===== config.mk =====
export PLATFORM = sky130hd
export DESIGN_NAME = aes_mode_ctrl_flat
export DESIGN_NICKNAME = d
export VERILOG_FILES = /design/src/rtl/aes_mode_ctrl_if.sv /design/src/rtl/aes_mode_ctrl.sv /design/src/flat_wrapper.sv
export SDC_FILE = /design/constraint.sdc
export NUM_CORES = 2
export LEC_CHECK = 0
export BUFFER_PORTS_ARGS = -buffer_cell sky130_fd_sc_hd__buf_2
export CAP_MARGIN = 15
export CORE_MARGIN = 5
export CORE_UTILIZATION = 37
export CTS_CLUSTER_DIAMETER = 80
export DETAILED_ROUTE_END_ITERATION = 10
export HOLD_SLACK_MARGIN = 0.03
export PLACE_DENSITY_LB_ADDON = 0.05
export SYNTH_ARGS = -nofsm -noshare
export SYNTH_HDL_FRONTEND = slang
export SYNTH_SLANG_ARGS = --single-unit

===== constraint.sdc =====
create_clock -name clk -period 27.5 [get_ports clk]
set_clock_uncertainty 0.05 [all_clocks]
set_input_delay 1.375 -clock clk [delete_from_list [all_inputs] [get_ports clk]]
set_output_delay 1.375 -clock clk [all_outputs]
set_load 0.05 [all_outputs]

===== src/rtl/aes_mode_ctrl_if.sv =====
// Word-serial stream bundle for aes_mode_ctrl: plaintext in, result out.
// master drives in_valid/in_data/out_ready; slave (the controller) drives the rest.
interface aes_mode_ctrl_if #(
    parameter int WORD_W = 32
);
    logic              in_valid;
    logic              in_ready;
    logic [WORD_W-1:0] in_data;
    logic              out_valid;
    logic              out_ready;
    logic [WORD_W-1:0] out_data;

    modport master (
        output in_valid,
        output in_data,
        output out_ready,
        input  in_ready,
        input  out_valid,
        input  out_data
    );

    modport slave (
        input  in_valid,
        input  in_data,
        input  out_ready,
        output in_ready,
        output out_valid,
        output out_data
    );
endinterface


===== src/rtl/aes_mode_ctrl.sv =====
// aes_mode_ctrl: ECB/CTR block-mode front end for an external AES-128 core.
// Ports: clk, reset (async, active-high); key_load/cfg_mode/key_in/iv_in
// configure the mode, key_err flags a rejected key_load; s carries the
// word-serial in/out streams; core_start/core_key/core_block go to the core,
// core_done/core_result come back; busy and blk_count report progress.
module aes_mode_ctrl #(
    parameter int WORD_W = 32,
    parameter int CTR_W  = 32,
    parameter int CNT_W  = 32
) (
    input  logic             clk,
    input  logic             reset,
    input  logic             key_load,
    input  logic             cfg_mode,
    input  logic [127:0]     key_in,
    input  logic [127:0]     iv_in,
    output logic             key_err,
    aes_mode_ctrl_if.slave   s,
    output logic             core_start,
    output logic [127:0]     core_key,
    output logic [127:0]     core_block,
    input  logic             core_done,
    input  logic [127:0]     core_result,
    output logic             busy,
    output logic [CNT_W-1:0] blk_count
);
    localparam int NW = 128 / WORD_W;
    localparam int IW = (NW > 1) ? $clog2(NW) : 1;
    localparam logic [IW-1:0] LAST = IW'(NW - 1);

    typedef enum logic [1:0] {
        IDLE,
        LOAD,
        CORE,
        UNLOAD
    } state_t;

    state_t            r_state;
    logic [127:0]      r_key;
    logic [127:0]      r_ctr;
    logic [127:0]      r_blk;
    logic [127:0]      r_res;
    logic [127:0]      r_core_block;
    logic              r_mode;
    logic [IW-1:0]     r_widx;
    logic [IW-1:0]     r_oidx;
    logic [CNT_W-1:0]  r_blk_count;
    logic              r_in_ready;
    logic              r_out_valid;
    logic [WORD_W-1:0] r_out_data;
    logic              r_core_start;
    logic              r_key_err;
    logic              r_busy;

    logic              w_hs_in;
    logic              w_hs_out;
    logic              w_last_in;
    logic              w_last_out;
    logic              w_load_ok;
    logic              w_key_acc;
    logic              w_mode_eff;
    logic [IW-1:0]     w_oidx_nx;
    logic [6:0]        w_wofs;
    logic [6:0]        w_oofs;
    logic [127:0]      w_blk_next;
    logic [127:0]      w_res;
    logic [127:0]      w_ctr_inc;
    logic [127:0]      w_ctr_eff;

    always_comb begin
        w_hs_in    = s.in_valid & r_in_ready;
        w_hs_out   = s.out_ready & r_out_valid;
        w_last_in  = (r_widx == LAST);
        w_last_out = (r_oidx == LAST);
        // key changes only between blocks: idle, or before the first word
        w_load_ok  = (r_state == IDLE) ||
                     ((r_state == LOAD) && (r_widx == '0));
        w_key_acc  = key_load & w_load_ok;
        w_oidx_nx  = r_oidx + IW'(1);
        w_wofs     = 7'(int'(r_widx) * WORD_W);
        w_oofs     = 7'(int'(w_oidx_nx) * WORD_W);

        w_blk_next = r_blk;
        w_blk_next[w_wofs +: WORD_W] = s.in_data;

        w_res = r_mode ? (core_result ^ r_blk) : core_result;

        // only the low CTR_W bits count; the rest of the IV is static
        w_ctr_inc = r_ctr;
        w_ctr_inc[CTR_W-1:0] = r_ctr[CTR_W-1:0] + CTR_W'(1);

        // a key_load accepted alongside the only word (NW=1) applies at once
        w_mode_eff = w_key_acc ? cfg_mode : r_mode;
        w_ctr_eff  = w_key_acc ? iv_in : r_ctr;
    end

    always_ff @(posedge clk or posedge reset) begin
        if (reset) begin
            r_state      <= IDLE;
            r_key        <= '0;
            r_ctr        <= '0;
            r_blk        <= '0;
            r_res        <= '0;
            r_core_block <= '0;
            r_mode       <= 1'b0;
            r_widx       <= '0;
            r_oidx       <= '0;
            r_blk_count  <= '0;
            r_in_ready   <= 1'b0;
            r_out_valid  <= 1'b0;
            r_out_data   <= '0;
            r_core_start <= 1'b0;
            r_key_err    <= 1'b0;
            r_busy       <= 1'b0;
        end else begin
            r_core_start <= 1'b0;
            r_key_err    <= key_load & ~w_load_ok;

            if (w_key_acc) begin
                r_key       <= key_in;
                r_mode      <= cfg_mode;
                r_ctr       <= iv_in;
                r_blk_count <= '0;
            end

            unique case (r_state)
                IDLE: begin
                    if (key_load) begin
                        r_state    <= LOAD;
                        r_in_ready <= 1'b1;
                        r_widx     <= '0;
                    end
                end
                LOAD: begin
                    if (w_hs_in) begin
                        r_blk <= w_blk_next;
                        if (w_last_in) begin
                            r_widx       <= '0;
                            r_state      <= CORE;
                            r_in_ready   <= 1'b0;
                            r_core_start <= 1'b1;
                            r_busy       <= 1'b1;
                            r_core_block <= w_mode_eff ? w_ctr_eff
                                                       : w_blk_next;
                        end else begin
                            r_widx <= r_widx + IW'(1);
                        end
                    end
                end
                CORE: begin
                    if (core_done) begin
                        r_res       <= w_res;
                        r_out_data  <= w_res[WORD_W-1:0];
                        r_out_valid <= 1'b1;
                        r_oidx      <= '0;
                        r_state     <= UNLOAD;
                    end
                end
                UNLOAD: begin
                    if (w_hs_out) begin
                        if (w_last_out) begin
                            r_out_valid <= 1'b0;
                            r_oidx      <= '0;
                            r_blk_count <= r_blk_count + CNT_W'(1);
                            if (r_mode) begin
                                r_ctr <= w_ctr_inc;
                            end
                            r_state    <= LOAD;
                            r_in_ready <= 1'b1;
                            r_busy     <= 1'b0;
                        end else begin
                            r_oidx     <= w_oidx_nx;
                            r_out_data <= r_res[w_oofs +: WORD_W];
                        end
                    end
                end
                default: begin
                    r_state <= IDLE;
                end
            endcase
        end
    end

    assign s.in_ready  = r_in_ready;
    assign s.out_valid = r_out_valid;
    assign s.out_data  = r_out_data;
    assign key_err     = r_key_err;
    assign core_start  = r_core_start;
    assign core_key    = r_key;
    assign core_block  = r_core_block;
    assign busy        = r_busy;
    assign blk_count   = r_blk_count;
endmodule


===== src/flat_wrapper.sv =====
// flat-port wrapper written by rule: the top's interface ports become plain ports
module aes_mode_ctrl_flat 
#(
    parameter int WORD_W = 32,
    parameter int CTR_W  = 32,
    parameter int CNT_W  = 32
)
  (clk, reset, key_load, cfg_mode, key_in, iv_in, key_err, core_start, core_key, core_block, core_done, core_result, busy, blk_count, s_in_valid, s_in_data, s_out_ready, s_in_ready, s_out_valid, s_out_data);
  aes_mode_ctrl_if #(.WORD_W(WORD_W)) s_i ();
  input  logic clk;
  input  logic reset;
  input  logic key_load;
  input  logic cfg_mode;
  input  logic [127:0] key_in;
  input  logic [127:0] iv_in;
  output logic key_err;
  output logic core_start;
  output logic [127:0] core_key;
  output logic [127:0] core_block;
  input  logic core_done;
  input  logic [127:0] core_result;
  output logic busy;
  output logic [CNT_W-1:0] blk_count;
  input wire logic [$bits(s_i.in_valid)-1:0] s_in_valid;
  input wire logic [$bits(s_i.in_data)-1:0] s_in_data;
  input wire logic [$bits(s_i.out_ready)-1:0] s_out_ready;
  output wire logic [$bits(s_i.in_ready)-1:0] s_in_ready;
  output wire logic [$bits(s_i.out_valid)-1:0] s_out_valid;
  output wire logic [$bits(s_i.out_data)-1:0] s_out_data;
  assign s_i.in_valid = s_in_valid;
  assign s_i.in_data = s_in_data;
  assign s_i.out_ready = s_out_ready;
  assign s_in_ready = s_i.in_ready;
  assign s_out_valid = s_i.out_valid;
  assign s_out_data = s_i.out_data;
  aes_mode_ctrl #(.WORD_W(WORD_W), .CTR_W(CTR_W), .CNT_W(CNT_W)) u_core (.clk(clk), .reset(reset), .key_load(key_load), .cfg_mode(cfg_mode), .key_in(key_in), .iv_in(iv_in), .key_err(key_err), .s(s_i), .core_start(core_start), .core_key(core_key), .core_block(core_block), .core_done(core_done), .core_result(core_result), .busy(busy), .blk_count(blk_count));
endmodule

==> flow_summary.json <==
{
  "clock_sinks": 716,
  "grt_use_met1_pct": 39.24,
  "clk_pin_slew_ns": 0.06,
  "core_area_sq_um": 92910,
  "path_max_fanout": 78,
  "syn_to_final_growth_pct": 22.09,
  "ys_seq_area_share_pct": 51.99,
  "layout-drive-gt1-share_pct": 30.04,
  "synth_top_area_share_pct": 51.99,
  "synth-adder-area-share_pct": 0.4719,
  "power.leakage_nw": 19.18,
  "maxCapViolCount": 0,
  "place.gp.congestion": 0.8308,
  "hold_ws_ns": 0.4222,
  "dr.pass1.iters": 8,
  "ys_ff_latch": 716,
  "drt-initial-drc-count": 2356,
  "finalPower_mw": 2.592,
  "worstPathArrival_ns": 5.40,
  "synth_edf_count": 0,
  "cp-end-kind": "register",
  "synth_top_family_by_area": "compound AO/OA/AOI/OAI gates",
  "grt-busiest-layer": "met2",
  "grt_pass1_wl_um": 206300,
  "start_util_pct": 37.10,
  "avgRoutedWirePerCell_um": 27.21,
  "synth_largest_area_cell": "dfrtp_1",
  "crit_top_cell": "buf_4",
  "netlist_area_sq_um": 34470,
  "grt_remaining_overflow": 0,
  "hp-class": "register to register",
  "min_period_ns": 4.920,
  "power_density_nw_per_um2": 61.59,
  "wirelength_um": 144000,
  "cts_resized": 0,
  "cts_root_buf": "clkbuf_16",
  "post-cts-setup-buffers": 0,
  "via_per_inst": 5.471,
  "status": "complete, no violations",
  "fmax_mhz": 203.2,
  "final_common_cell": "buf_2",
  "crit_type": "input port to register",
  "slew_violations": 0,
  "synth.area.mux_share_pct": 9.994,
  "die_x_um": 315.2,
  "numPortBuffers": 747,
  "use_met3_pct": 7.914,
  "die-height_um": 315.2,
  "crit_path_start_kind": "input port",
  "cpPeakStageDelay_ns": 0.96,
  "grt_pass1_vias": 28030,
  "yosys.area_share.simple_pct": 13.17,
  "remaining_drc_errors": 0,
  "rsz0062_at_grt": "no",
  "antenna_found_initial": 48,
  "synth-async-reset-ratio_pct": 100.0,
  "dp_hpwl_um": 104200,
  "cts_tree": "done",
  "synth_xor_area_share_pct": 3.532,
  "ctsHtreeMaxLevel": 3,
  "fin_setup_tns_ns": 0,
  "cp_slowest_cell": "buf_4",
  "num_rows": 112,
  "vdd_ir_drop_max_mv": 0.04611,
  "ant_nets": 0,
  "clockBufferDepth": 3,
  "synth_area_leaders": "dfrtp_1 52%, mux2_2 7.4%, nand2_1 4.9%, a21oi_1 3.8%, a211oi_1 3.7%",
  "grt_use_total_pct": 28.20,
  "synth_ff_type": "dfrtp_1",
  "synthCells": 3360,
  "hold_violations": 0,
  "io_pins": 748,
  "layout_common_cells": "746 x buf_2, 714 x dfrtp_1, 452 x nand2_1",
  "clock_latency_ns": 0.65,
  "post-route-period-util_pct": 17.89,
  "synth_area_per_cell_sq_um": 10.26,
  "use_met2_pct": 43.65,
  "dieArea_sq_um": 99350,
  "synth_compound_area_share_pct": 17.42,
  "grt_max_degree": 190,
  "syn_nets": 3796,
  "fillers": 9006,
  "tightest_slew_ns": 1.136,
  "setup_viol": 0,
  "path_cells": "buf_4 -> and3_1 -> o22a_4 -> buf_4 -> buf_4 -> a211oi_1 -> o31ai_1",
  "timing.slew.headroom_pct": 24.25,
  "synthDistinctLibCells": 61,
  "cts_made_buffers": 85,
  "ctsHoldBuffers": 0,
  "final_nets": 4391,
  "vias": 28970,
  "crit_required_ns": 27.98,
  "yosys_warnings": 0
}
-- path summary, 6_finish.rpt --
check	start	end	slack (ns)	depth (start not counted)
setup / recovery	key_load	u_core.core_block[116]$_DFFE_PP0P_	22.58	7
hold / removal	u_core.core_block[98]$_DFFE_PP0P_	u_core.core_block[98]$_DFFE_PP0P_	0.42	2
setup reg to reg	u_core.r_widx[0]$_DFFE_PP0P_	u_core.core_block[116]$_DFFE_PP0P_	22.74	8
hold reg to reg	u_core.core_block[98]$_DFFE_PP0P_	u_core.core_block[98]$_DFFE_PP0P_	0.42	2
max in group asynchronous	reset	u_core.core_key[6]$_DFFE_PP0N_	23.27	5
min in group asynchronous	reset	u_core.s.out_data[2]$_DFFE_PP0P_	0.84	2
-- through the flow --
stage                     setup WS [ns]  instance area [sq um]  std cells  util [%]
after floorplan                   5.991                  34470       3360         -
after global placement            22.17                  39110       5122     42.10
after detailed placement          22.08                  39110       5122     42.10
after CTS                         22.80                  42040       5278     45.25
after global routing              22.53                  42060       5286     45.27
final                             22.58                  42080       5294     45.29
-- per-layer routing --
metal	share of wire (%)	vias up	wire length [um]
met5	0.10	-	149
met3	8.6	198	12360
met2	45	1105	65420
li1	-	13220	-
met4	2.7	24	3909
met1	43	14420	62180
-- state kept, by name, indices dropped and copies added (netlist names), 2 cells and up --
signal and count:
u_core.r_blk 128, u_core.s.out_data 32, u_core.r_res 128, u_core.r_widx 2, u_core.r_ctr 128, u_core.core_block 128
u_core.r_state 2, u_core.core_key 128, u_core.r_oidx 2, u_core.blk_count 32
-- synth_stat cells (all sizes together), types with 2 or more instances --
cell type	count
or2	3
dfrtp	716
ha	13
nor3b	3
a21o	82
nand2b	2
a22oi	33
mux2	225
a41o	3
nand4	26
o211ai	34
o21a	33
mux4	32
inv	21
a22o	17
nand2	454
o31ai	41
nand3	25
xor2	132
a21oi	264
nor3	15
xnor2	7
and3	137
or4	12
a31oi	18
nand4b	2
nor4bb	2
buf	53
and2	5
a221oi	3
o21ai	231
o31a	3
nor2b	99
or3	5
a211o	16
clkbuf	225
mux2i	19
nor4	12
and4	10
a211oi	171
nor2	144
-- logic make-up after synthesis --
| family | count (synthesis) |
|---|---|
| AO/OA/AOI/OAI | 958 |
| XOR/XNOR | 139 |
| adder cells (fa/ha/maj) | 13 |
| buffers and inverters | 300 |
| flip-flops | 716 |
| multiplexers | 276 |
| AND/OR/NAND/NOR | 958 |
-- cell type report --
type | count | area, sq um | share of cell area (%)
sequential | 716 | 17920 | 42.59
multi-input combinational | 2344 | 15460 | 36.74
timing repair buffer | 786 | 4071 | 9.675
clock buffer | 133 | 2661 | 6.324
tap | 1254 | 1569 | 3.729
clock inverter | 23 | 265.3 | 0.6304
inverter | 22 | 90.09 | 0.2141
antenna | 16 | 40.04 | 0.09515
-- critical path: cells and delay by family --
kind	cells	cell delay, ns
and+or+nand+nor	1	0.30
buffers and inverters	3	2.36
AOI/OAI and AO/OA	3	1.21
-- power by group --
group          switching (mW)  total (mW)  internal (mW)
registers              0.0254        1.12           1.09
clock network           0.476        1.19          0.711
logic                   0.198       0.288         0.0903
total                   0.700        2.59           1.89
Power figures use the tool's default switching activity.
